===== config.mk =====
export PLATFORM = sky130hd
export DESIGN_NAME = macguffin_round_engine
export DESIGN_NICKNAME = d
export VERILOG_FILES = /design/src/rtl/macguffin_round_engine.sv
export SDC_FILE = /design/constraint.sdc
export NUM_CORES = 1
export LEC_CHECK = 0
export CAP_MARGIN = 20
export CORE_MARGIN = 2
export CORE_UTILIZATION = 40
export DETAILED_ROUTE_END_ITERATION = 12
export PLACE_DENSITY = 0.65
export RECOVER_POWER = 25
export SLEW_MARGIN = 10
export SYNTH_ARGS = -nofsm -noshare
export SYNTH_HDL_FRONTEND = slang
export SYNTH_SLANG_ARGS = --single-unit

===== constraint.sdc =====
create_clock -name clk -period 7.47 [get_ports clk]
set_input_delay 2.241 -clock clk [delete_from_list [all_inputs] [get_ports clk]]
set_output_delay 2.241 -clock clk [all_outputs]
set_load 0.01 [all_outputs]

===== src/rtl/macguffin_round_engine.sv =====
// Iterative MacGuffin round engine: 64-bit state in four 16-bit words, one round per clock.
// Optional feature macro: MACGUFFIN_DECRYPT_EN adds the in_decrypt port and reverse rounds.
module macguffin_round_engine #(
    parameter int ROUNDS = 32,
    parameter int KIDX_W = 5
) (
    input  logic              clk,
    input  logic              rst_n,
    input  logic              in_valid,
    output logic              in_ready,
    input  logic [63:0]       in_block,
`ifdef MACGUFFIN_DECRYPT_EN
    input  logic              in_decrypt,
`endif
    output logic [KIDX_W-1:0] rk_idx,
    input  logic [47:0]       rk,
    output logic              out_valid,
    input  logic              out_ready,
    output logic [63:0]       out_block,
    output logic              busy
);

    localparam logic [1:0] ST_IDLE = 2'd0;
    localparam logic [1:0] ST_RUN  = 2'd1;
    localparam logic [1:0] ST_DONE = 2'd2;

    localparam logic [KIDX_W-1:0] ZERO_IDX = KIDX_W'(0);
    localparam logic [KIDX_W-1:0] ONE_IDX  = KIDX_W'(1);
    localparam logic [KIDX_W-1:0] LAST_IDX = KIDX_W'(ROUNDS - 1);

    // Bit selection: per S-box, six bit numbers (two from a, two from b, two from c), S1 first.
    localparam logic [191:0] SEL_TBL =
        192'h2569BD_147A8E_368D0F_CE124A_0A3E6C_78CF15_9F5B27_BD0439;

    // MacGuffin S-boxes are the DES S-boxes reduced to their outer output bits.
    // Nibble order from the MSB: S1..S8, rows 0..3, columns 0..15.
    localparam logic [2047:0] SBOX_TBL = {
        64'hE4D12FB83A6C5907, 64'h0F74E2D1A6CB9538, 64'h41E8D62BFC973A50, 64'hFC8249175B3EA06D,
        64'hF18E6B34972DC05A, 64'h3D47F28EC01A69B5, 64'h0E7BA4D158C6932F, 64'hD8A13F42B67C05E9,
        64'hA09E63F51DC7B428, 64'hD709346A285ECBF1, 64'hD6498F30B12C5AE7, 64'h1AD069874FE3B52C,
        64'h7DE3069A1285BC4F, 64'hD8B56F03472C1AE9, 64'hA690CB7DF13E5284, 64'h3F06A1D8945BC72E,
        64'h2C417AB6853FD0E9, 64'hEB2C47D150FA3986, 64'h421BAD78F9C5630E, 64'hB8C71E2D6F09A453,
        64'hC1AF92680D34E75B, 64'hAF427C9561DE0B38, 64'h9EF528C3704A1DB6, 64'h432C95FABE17608D,
        64'h4B2EF08D3C975A61, 64'hD0B7491AE35C2F86, 64'h14BDC37EAF680592, 64'h6BD814A7950FE23C,
        64'hD2846FB1A93E50C7, 64'h1FD8A374C56B0E92, 64'h7B419CE206ADF358, 64'h21E74A8DFC9035B6
    };

    function automatic logic [1:0] sbox(input logic [2:0] box, input logic [5:0] idx);
        logic [8:0]  pos;
        logic [10:0] hi;
        logic [3:0]  nib;
        pos = {box, idx[5], idx[0], idx[4:1]};
        hi  = 11'd2047 - {pos, 2'b00};
        nib = SBOX_TBL[hi -: 4];
        return {nib[3], nib[0]};
    endfunction

    function automatic logic [15:0] round_f(input logic [15:0] a, input logic [15:0] b,
                                            input logic [15:0] c);
        logic [15:0] f;
        logic [5:0]  idx;
        logic [3:0]  bsel;
        logic [7:0]  base;
        f = 16'h0000;
        for (int i = 0; i < 8; i++) begin
            idx = 6'd0;
            for (int k = 0; k < 6; k++) begin
                base = 8'd191 - 8'(24 * i + 4 * k);
                bsel = SEL_TBL[base -: 4];
                if (k < 2) begin
                    idx[k] = a[bsel];
                end else if (k < 4) begin
                    idx[k] = b[bsel];
                end else begin
                    idx[k] = c[bsel];
                end
            end
            f[2*i +: 2] = sbox(3'(i), idx);
        end
        return f;
    endfunction

    logic [1:0]        state_r;
    logic [15:0]       r0_r, r1_r, r2_r, r3_r;
    logic [KIDX_W-1:0] cnt_r;
    logic [KIDX_W-1:0] rk_idx_r;
    logic              in_ready_r;
    logic              out_valid_r;
    logic              busy_r;
    logic [63:0]       out_block_r;
`ifdef MACGUFFIN_DECRYPT_EN
    logic              dec_r;
`endif

    logic [15:0]       f_s;
    logic [15:0]       n0_s, n1_s, n2_s, n3_s;
    logic [KIDX_W-1:0] cnt_nxt_s;

    // One round of the datapath: F on the three keyed words, then the word rotation.
    always_comb begin
        cnt_nxt_s = cnt_r + ONE_IDX;
`ifdef MACGUFFIN_DECRYPT_EN
        if (dec_r) begin
            f_s  = round_f(r0_r ^ rk[15:0], r1_r ^ rk[31:16], r2_r ^ rk[47:32]);
            n0_s = r3_r ^ f_s;
            n1_s = r0_r;
            n2_s = r1_r;
            n3_s = r2_r;
        end else begin
            f_s  = round_f(r1_r ^ rk[15:0], r2_r ^ rk[31:16], r3_r ^ rk[47:32]);
            n0_s = r1_r;
            n1_s = r2_r;
            n2_s = r3_r;
            n3_s = r0_r ^ f_s;
        end
`else
        f_s  = round_f(r1_r ^ rk[15:0], r2_r ^ rk[31:16], r3_r ^ rk[47:32]);
        n0_s = r1_r;
        n1_s = r2_r;
        n2_s = r3_r;
        n3_s = r0_r ^ f_s;
`endif
    end

    // Control FSM, state words and the registered handshake/key-index outputs.
    always_ff @(posedge clk or negedge rst_n) begin
        if (!rst_n) begin
            state_r     <= ST_IDLE;
            r0_r        <= 16'h0000;
            r1_r        <= 16'h0000;
            r2_r        <= 16'h0000;
            r3_r        <= 16'h0000;
            cnt_r       <= ZERO_IDX;
            rk_idx_r    <= ZERO_IDX;
            in_ready_r  <= 1'b1;
            out_valid_r <= 1'b0;
            busy_r      <= 1'b0;
            out_block_r <= 64'h0;
`ifdef MACGUFFIN_DECRYPT_EN
            dec_r       <= 1'b0;
`endif
        end else begin
            case (state_r)
                ST_IDLE: begin
                    if (in_valid) begin
                        r0_r       <= in_block[15:0];
                        r1_r       <= in_block[31:16];
                        r2_r       <= in_block[47:32];
                        r3_r       <= in_block[63:48];
                        cnt_r      <= ZERO_IDX;
                        state_r    <= ST_RUN;
                        in_ready_r <= 1'b0;
                        busy_r     <= 1'b1;
`ifdef MACGUFFIN_DECRYPT_EN
                        dec_r      <= in_decrypt;
                        rk_idx_r   <= in_decrypt ? LAST_IDX : ZERO_IDX;
`else
                        rk_idx_r   <= ZERO_IDX;
`endif
                    end
                end
                ST_RUN: begin
                    r0_r <= n0_s;
                    r1_r <= n1_s;
                    r2_r <= n2_s;
                    r3_r <= n3_s;
                    if (cnt_r == LAST_IDX) begin
                        state_r     <= ST_DONE;
                        out_valid_r <= 1'b1;
                        out_block_r <= {n3_s, n2_s, n1_s, n0_s};
                        rk_idx_r    <= ZERO_IDX;
                    end else begin
                        cnt_r       <= cnt_nxt_s;
`ifdef MACGUFFIN_DECRYPT_EN
                        rk_idx_r    <= dec_r ? (LAST_IDX - cnt_nxt_s) : cnt_nxt_s;
`else
                        rk_idx_r    <= cnt_nxt_s;
`endif
                    end
                end
                ST_DONE: begin
                    if (out_ready) begin
                        state_r     <= ST_IDLE;
                        out_valid_r <= 1'b0;
                        busy_r      <= 1'b0;
                        in_ready_r  <= 1'b1;
                    end
                end
                default: begin
                    state_r     <= ST_IDLE;
                    out_valid_r <= 1'b0;
                    busy_r      <= 1'b0;
                    in_ready_r  <= 1'b1;
                    rk_idx_r    <= ZERO_IDX;
                end
            endcase
        end
    end

    assign in_ready  = in_ready_r;
    assign out_valid = out_valid_r;
    assign out_block = out_block_r;
    assign busy      = busy_r;
    assign rk_idx    = rk_idx_r;

endmodule


# Yosys cells after proc, flatten, opt, wreduce, memory -nomap -nowiden
# Cells that the tools add are included.
[classes] muxes=25 addsub=9 div_mod_pow=0 order_cmp=0 mul=0 shift=8 eq_ne=7 n_reduce_logical=9 n_bitwise=7
[op_table] operator="variable part select 2051 x 12 -> 4 bit (first input constant)" count=8
[op_table] operator="case mux 16 bit (2 select lines)" count=4
[op_table] operator="two-way mux 16 bit" count=4
[op_table] operator="bitwise XOR 16 bit" count=4
[op_table] operator="subtractor 1 x 10 -> 11 bit (first input constant)" count=2
[op_table] operator="subtractor 11 x 10 -> 11 bit (first input constant)" count=2
[op_table] operator="subtractor 11 bit (first input constant)" count=2
[op_table] operator="subtractor 1 x 9 -> 10 bit (first input constant)" count=2
[op_table] operator="two-way mux 5 bit" count=3
[op_table] operator="case mux 5 bit (3 select lines)" count=1
[op_table] operator="AND reduction 3 bit" count=4
[op_table] operator="case mux 5 bit (2 select lines)" count=1
[op_table] operator="case mux 1 bit (3 select lines)" count=3
[op_table] operator="!= test 2 bit (second input constant)" count=4
[op_table] operator="two-way mux 2 bit" count=3
[op_table] operator="case mux 2 bit (3 select lines)" count=1
[op_table] operator="AND reduction 2 bit" count=3
[op_table] operator="adder 5 x 1 -> 5 bit (second input constant)" count=1
[op_table] operator="equality test 5 bit (second input constant)" count=1
[op_table] operator="two-way mux 1 bit" count=5
[op_table] operator="NOT 1 bit" count=3
[op_table] operator="equality test 2 x 1 -> 1 bit (second input constant)" count=1
[op_table] operator="equality test 2 bit (second input constant)" count=1
[op_table] operator="logical NOT 2 bit" count=1
[op_table] operator="nonzero test 2 bit" count=1
[word_totals] latch_bits=0 wordCells=76 out_inout_bits=72 in_bits=116 regBits=143 memories=0 mem_bits_ro=0 mem_bits_rw=0

# Depth between registers and ports, before layout
# Gate-level depths: netlist of run 1.
[logic_depth] word_depth=5 mapped_depth=10 mapped_depth_nobuf=10

# Least setup slack after synthesis of run 1
# No wires, ideal clock.
[synth_timing] path_kind="input to register" startpoint="in rk[14]" endpoint="reg out_block_r[55] (netlist: out_block[55])" slack_ns=3.179 cell_stages=8 n_path_buf=0 arrival_time_ns=4.157 t_required_ns=7.336 path_cell_list="xnor2_1 > inv_1 > ha_1 > mux4_2 > nand3_1 > o311ai_0 > xnor2_1 > o21ai_0"
[synth_between] elab_chain_cells=4
[synth_lines] element="start: declaration" line_no="16" rtl="input logic [47:0] rk,"
[synth_lines] element="bitwise XOR 16 bit" line_no="117" rtl="f_s = round_f(r1_r ^ rk[15:0], r2_r ^ rk[31:16], r3_r ^ rk[47:32]);"
[synth_lines] element="subtractor 11 x 10 -> 11 bit" line_no="53" rtl="hi = 11'd2047 - {pos, 2'b00};"
[synth_lines] element="variable part select 2051 x 12 -> 4 bit" line_no="54" rtl="nib = SBOX_TBL[hi -: 4];"
[synth_lines] element="bitwise XOR 16 bit" line_no="121" rtl="n3_s = r0_r ^ f_s;"
[synth_lines] element="end signal: assignment" line_no="170" rtl="out_block_r <= {n3_s, n2_s, n1_s, n0_s};"
[synth_lines] element="end: declaration" line_no="90" rtl="logic [63:0] out_block_r;"
# Every way passes these cells.
# A chain may end at the register's enable or synchronous reset.

# Worst setup path after layout of run 1
# Ends and elaborated chain as after synthesis.

==> results of run 1 <==
## flip-flops by register name, indices dropped and copies added, names as in the netlist
signal     flops
out_block     64
n0_s          16
n1_s          16
n2_s          16
r0_r          16
cnt_r          5
rk_idx         5
state_r        2
busy           1
in_ready       1
out_valid      1
## per-stage QoR
stage          util, %  worst slack, ps  power (mW)  area, um^2  hold WS (ps)
6_report         53.25             2670       5.751       11980         481.3
3_3_place_gp     50.16             2298       4.700       11290         460.5
2_1_floorplan        -             3179       3.662        9123         456.3
4_1_cts          53.23             2708       5.765       11980         487.5
3_5_place_dp     50.16             2279       4.742       11290         474.4
5_1_grt          53.24             2483       6.194       11980         505.8
## how the worst min path moves through the flow
stage                                      to  slack (ps)  cells after the start
floorplan                cnt_r[4]$_DFFE_PN0P_         460                      2
global placement    out_block[61]$_DFFE_PN0P_         460                      2
detailed placement  out_block[61]$_DFFE_PN0P_         470                      2
CTS                 out_block[61]$_DFFE_PN0P_         490                      2
global route        out_block[61]$_DFFE_PN0P_         510                      2
finish              out_block[61]$_DFFE_PN0P_         480                      2
## layer usage
metal | up-vias | GRT usage [%] | wire length (um)
met5 | - | 0 | 0
met4 | 0 | 7.319 | 705
met3 | 38 | 5.850 | 1938
met2 | 291 | 37.35 | 12840
met1 | 3708 | 30.97 | 12250
li1 | 3655 | - | -
## area by class of cell
| class | count | area, um^2 |
|---|---|---|
| Fill cell | 2021 | 10520 |
| Multi-Input combinational cell | 703 | 5310 |
| Sequential cell | 143 | 3580 |
| Timing Repair Buffer | 192 | 1911 |
| Clock buffer | 23 | 488.0 |
| Tap cell | 285 | 356.6 |
| Clock inverter | 9 | 201.4 |
| Inverter | 35 | 131.4 |
| Antenna cell | 2 | 5.005 |
## worst max-delay path: cells and delay by family
| kind | cells | cell delay [ps] |
|---|---|---|
| mux | 1 | 480 |
| simple gates | 1 | 100 |
| buf+inv | 2 | 710 |
| xor+xnor | 2 | 860 |
| compound gates | 2 | 250 |
| fa+ha+maj | 1 | 420 |
## synthesized netlist by cell type, drive strengths merged (7+ instances only)
cell type,count
nor4,7
buf,8
a21oi,35
xor2,42
nor3,18
o211ai,12
inv,35
ha,45
nand3,13
mux2i,63
o22ai,13
o21ai,103
dfrtp,142
a211oi,12
nor2,42
xnor2,58
or3,11
clkbuf,24
mux4,11
mux2,48
nand2,105
## power breakdown
group	internal (mW)	leakage (nW)	switching [mW]
Combinational	1.47	3.24	1.71
Sequential	1.12	1.73	0.451
Clock	0.663	0.334	0.335
Total	3.26	5.30	2.49
## kinds of logic (layout without fill, tap and decap cells)
logic type	Yosys count	in the layout	share of synthesized area (%)
other cells	0	2	0
xor+xnor	100	100	10.71
simple gates	204	204	9.615
flops	143	143	39.24
fa+ha+maj	45	45	6.172
mux	122	122	15.64
compound gates	232	232	15.79
buf+inv	67	259	2.839
==> results.py, run 1 <==
metrics = {
    "outcome": {
        "status": "complete, no violations",
    },
    "timing": {
        "rsz0062_at_grt": "false",
        "setup_viol": 0,
        "timing.final.crit_period_ps": 4800,
        "max_slew.worst_pin.slew_ps": 1051,
        "skew_ps": 10.53,
        "clock.fmax_ghz": 0.2083,
        "hold_viol": 0,
        "fin_tns_setup_ps": 0,
        "slew_violations": 0,
        "period_share_pct": 64.26,
        "maxSlewHeadroom_pct": 29.44,
    },
    "setup_path": {
        "critPathMaxFanout": 8,
        "reg2reg_to": "out_block[45]$_DFFE_PN0P_",
        "reg2reg_from": "state_r[0]$_DFFE_PN0P_",
        "crit_end": "out_block[55]$_DFFE_PN0P_",
        "rr_worst_depth": 5,
        "crit_type": "input port to flip-flop",
        "arrival_ps": 5060,
        "worstPathRequired_ps": 7730,
        "cp-startpoint": "rk[14]",
        "critical_path.max_stage_delay_ps": 640,
        "path_cells": "clkdlybuf4s50_1 -> xnor2_1 -> inv_1 -> ha_1 -> mux4_2 -> nand3_1 -> o311ai_0 -> xnor2_1 -> o21ai_0",
        "crit_path_start_kind": "input port",
        "end_kind": "flip-flop",
        "path_common_cell": "xnor2_1",
        "r2r_slack_ps": 4430,
        "cp_slowest_cell": "xnor2_1",
    },
    "power_and_ir_drop": {
        "peakVddDrop_uv": 187.4,
        "leakagePower_nw": 5.305,
        "p_per_area_nw_per_um2": 479.9,
    },
    "cts": {
        "cts_setup_buffers": 0,
        "clkLatencyLatePin_ps": 420,
        "cts_made_buffers": 17,
        "cts.sinks": 143,
        "cts_resized": 0,
        "cts_tree": "done",
        "clk_pin_slew_ps": 60,
        "cts_hold_buf": 0,
        "cts_buffer_depth": 2,
        "ctsRootBufferMaster": "clkbuf_16",
        "cts_max_level": 4,
    },
    "placement": {
        "hpwl_mm": 20.40,
        "dp.cells": 1358,
        "port_buffers": 187,
        "gp_congestion": 0.9170,
    },
    "synth": {
        "synth-seq-cells": 143,
        "ys_seq_area_share_pct": 39.24,
        "synth_fp_nets": 1074,
        "synth_top_area_cell": "dfrtp_1",
        "yosys_most_used_dff": "dfrtp_1",
        "syn-cell-area_um2": 9122,
        "ys_types": 56,
        "ys_top_cells_by_area": "dfrtp_1 (39%), mux2i_1 (6.9%), ha_1 (6.2%), mux2_2 (5.9%), o21ai_0 (5.4%)",
        "synth-async-reset-ratio_pct": 100.0,
        "synth.avg_cell_area_um2": 9.992,
        "yosys_warnings": 0,
        "synth_edf_count": 0,
        "synth_top_area_share_pct": 38.95,
        "synthCells": 913,
    },
    "route": {
        "vias": 7692,
        "drt_wl_total_mm": 27.73,
        "remaining_drc_errors": 0,
        "vias_per_cell": 5.526,
        "ant_nets": 0,
        "dr.pass1.iters": 6,
        "wl_per_cell_um": 19.92,
        "drt_first_iter_violations": 558,
    },
    "cells_and_area": {
        "nNetsFinal": 1253,
        "area_growth_pct": 31.35,
        "drive_gt1_share_pct": 10.14,
        "final_cell_mix": "clkdlybuf4s50_1 (185), dfrtp_1 (142), nand2_1 (104), o21ai_0 (98), mux2i_1 (63)",
        "layout_commonest_cell": "clkdlybuf4s50_1",
        "finalNonFillerCells": 1392,
    },
    "floorplanning": {
        "core_um2": 22500,
        "dieArea_um2": 24030,
        "initial_utilization_pct": 40.54,
        "num_rows": 55,
        "dieHeight_um": 155.0,
        "boundaryPins": 188,
        "die_w_um": 155.0,
    },
    "global_route": {
        "antenna_found_initial": 2,
        "grt_pass1_wl_mm": 43.32,
        "grt_max_degree": 90,
        "grt-ovfl-total": 0,
        "globalRouteTotalUtil_pct": 23.26,
        "first_global_vias": 7618,
    },
    "run": {
        "cap_violations": 0,
    },
    "worst_hold_path": {
        "hp-class": "flip-flop to flip-flop",
        "min_from": "out_block[61]$_DFFE_PN0P_",
    },
}
Note: power is estimated with default switching activity, not from simulation.
==> run 2, diff against run 1 <==
--- a/config.mk
+++ b/config.mk
@@ -9,7 +9,7 @@
 export CORE_MARGIN = 2
 export CORE_UTILIZATION = 40
 export DETAILED_ROUTE_END_ITERATION = 12
-export PLACE_DENSITY = 0.65
+export PLACE_DENSITY = 0.67
 export RECOVER_POWER = 25
 export SLEW_MARGIN = 10
 export SYNTH_ARGS = -nofsm -noshare
==> constraint.sdc (replaced) <==
create_clock -name clk -period 4 [get_ports clk]
set_input_delay 1.2 -clock clk [delete_from_list [all_inputs] [get_ports clk]]
set_output_delay 1.2 -clock clk [all_outputs]
set_load 0.01 [all_outputs]
==> run 2 against run 1 <==
  * The flow now finishes with violations (capacitance limit, slew limit)
  * Die area unchanged
  * Sequential cell count is the same
  * Cell area up 1.5%
  * Critical path type unchanged
==> results.py, run 2 (synthesis results as in run 1) <==
metrics = {
    "timing": {
        "period_share_pct": 87.27,
        "clock.fmax_ghz": 0.2865,
        "hold_viol": 0,
        "max_slew.worst_pin.slew_ps": 2213,
        "layout_setup_ws_ps": 509.2,
        "rsz0062_at_grt": "false",
        "maxSlewHeadroom_pct": -47.51,
        "setup_viol": 0,
        "timing.final.crit_period_ps": 3491,
        "fin_tns_setup_ps": 0,
        "skew_ps": 9.477,
        "slew_violations": 84,
    },
    "floorplanning": {
        "core_um2": 22500,
        "boundaryPins": 188,
        "dieHeight_um": 155.0,
        "die_w_um": 155.0,
        "dieArea_um2": 24030,
        "initial_utilization_pct": 40.54,
        "num_rows": 55,
    },
    "setup_path": {
        "reg2reg_from": "n1_s[12]$_DFFE_PN0P_",
        "cp_slowest_cell": "xor2_1",
        "cp-startpoint": "rk[8]",
        "path_buf_inv": 2,
        "r2r_slack_ps": 1300,
        "critical_path.max_stage_delay_ps": 500,
        "critPathMaxFanout": 7,
        "end_kind": "flip-flop",
        "crit_type": "input port to flip-flop",
        "crit_path_start_kind": "input port",
        "arrival_ps": 3750,
        "path_common_cell": "o21ai_0",
        "critPathTopFamily": "XOR/XNOR gates",
        "worstPathRequired_ps": 4260,
        "rr_worst_depth": 9,
        "reg2reg_to": "out_block[58]$_DFFE_PN0P_",
        "path_cells": "clkdlybuf4s50_1 -> xor2_1 -> inv_1 -> ha_1 -> mux4_1 -> o21ai_0 -> o22ai_1 -> o21ai_0 -> xor2_1 -> o21ai_0",
    },
    "cells_and_area": {
        "fillers": 2016,
        "nNetsFinal": 1286,
        "fin_util_pct": 54.07,
        "final_cell_mix": "clkdlybuf4s50_1 (186), dfrtp_1 (142), nand2_1 (104), o21ai_0 (98), mux2i_1 (63)",
        "layout_commonest_cell": "clkdlybuf4s50_1",
        "area_growth_pct": 33.37,
        "drive_gt1_share_pct": 12.48,
        "largest_reg_flops": 64,
    },
    "cts": {
        "ctsRootBufferMaster": "clkbuf_16",
        "cts_max_level": 4,
        "cts_resized": 0,
        "cts_tree": "done",
        "cts_hold_buf": 0,
        "clk_pin_slew_ps": 60,
        "cts_made_buffers": 17,
        "cts.sinks": 143,
        "cts_setup_buffers": 0,
        "cts_buffer_depth": 2,
        "clkLatencyLatePin_ps": 430,
    },
    "power_and_ir_drop": {
        "p_seq_share_pct": 27.5,
        "p_per_area_nw_per_um2": 888.3,
        "peakVddDrop_uv": 334.4,
        "p_switching_mw": 4.693,
        "leakagePower_nw": 5.431,
        "p_int_mw": 6.114,
        "switching_share_pct": 43.42,
        "power_frac_comb_pct": 57.4,
        "clock_power_share_pct": 15.1,
    },
    "global_route": {
        "grt_pass1_wl_mm": 43.83,
        "antenna_found_initial": 2,
        "grt-ovfl-total": 0,
        "grt_max_degree": 85,
        "first_global_vias": 7775,
        "globalRouteTotalUtil_pct": 23.80,
    },
    "worst_hold_path": {
        "hp-class": "flip-flop to flip-flop",
        "min_from": "out_block[62]$_DFFE_PN0P_",
        "whs_path_depth": 2,
        "hold_end": "out_block[62]$_DFFE_PN0P_",
    },
    "route": {
        "drt_first_iter_violations": 598,
        "remaining_drc_errors": 0,
        "dr.pass1.iters": 7,
        "vias": 7767,
        "vias_per_cell": 5.454,
        "ant_nets": 0,
        "drt_wl_total_mm": 28.22,
        "wl_per_cell_um": 19.82,
    },
    "placement": {
        "port_buffers": 187,
        "pre_cts_ws_ps": 103.5,
        "gp_congestion": 0.9126,
        "hpwl_mm": 20.90,
    },
    "outcome": {
        "status": "finished with violations",
        "failed_checks": "capacitance limit, slew limit",
    },
    "run": {
        "cap_violations": 1,
    },
}
==> run 2: worst max path at each step <==
| stage | to | depth (start not counted) | slack [ps] |
|---|---|---|---|
| 2_1_floorplan | out_block[55]$_DFFE_PN0P_ | 8 | 750 |
| 3_3_place_gp | out_block[58]$_DFFE_PN0P_ | 10 | 200 |
| 3_5_place_dp | out_block[58]$_DFFE_PN0P_ | 10 | 100 |
| 4_1_cts | out_block[58]$_DFFE_PN0P_ | 10 | 570 |
| 5_1_grt | out_block[58]$_DFFE_PN0P_ | 10 | 340 |
| 6_report | out_block[58]$_DFFE_PN0P_ | 10 | 510 |
==> run 2: worst min-delay path, cell delays in order, from the launching register on <==
cell     delay, ps
dfrtp_1        340
nand2_1         50
o21ai_0         60
==> run 2: area by class of cell <==
class,instances,area [um^2],share of cell area (%)
tap,285,356.6,2.931
multi-input combinational,703,5310,43.64
timing repair buffer,225,2186,17.97
inverter,35,131.4,1.080
clock buffer,27,523.0,4.299
clock inverter,5,77.57,0.6376
sequential,143,3580,29.42
antenna,1,2.502,0.02057
==> run 2: routing by layer <==
| layer | vias to the layer above | part of all wire [%] | GRT usage, % |
|---|---|---|---|
| met3 | 40 | 6.0 | 5.181 |
| met2 | 279 | 47 | 38.79 |
| met5 | - | 0.085 | 0 |
| met4 | 4 | 2.8 | 8.069 |
| met1 | 3723 | 44 | 31.51 |
| li1 | 3721 | - | - |
==> run 2: power groups by stage <==
stage | Combinational (mW) | Clock (mW) | Sequential, mW
global route | 6.87 | 1.73 | 3.06
global placement | 6.10 | 0 | 2.99
floorplan | 4.12 | 0 | 2.72
CTS | 6.19 | 1.66 | 2.99
detailed placement | 6.16 | 0 | 3.00
finish | 6.21 | 1.63 | 2.97
==> run 2: metrics by stage <==
step                      area (um^2)  total power, mW  instances  hold slack, ps
final                           12170            10.81       1424           482.0
after global routing            12160            11.66       1423           512.2
after CTS                       12170            10.84       1423           489.5
after detailed placement        11570            9.167       1391           476.8
after global placement          11570            9.095       1391           468.3
after floorplan                  9123            6.838        913           456.3
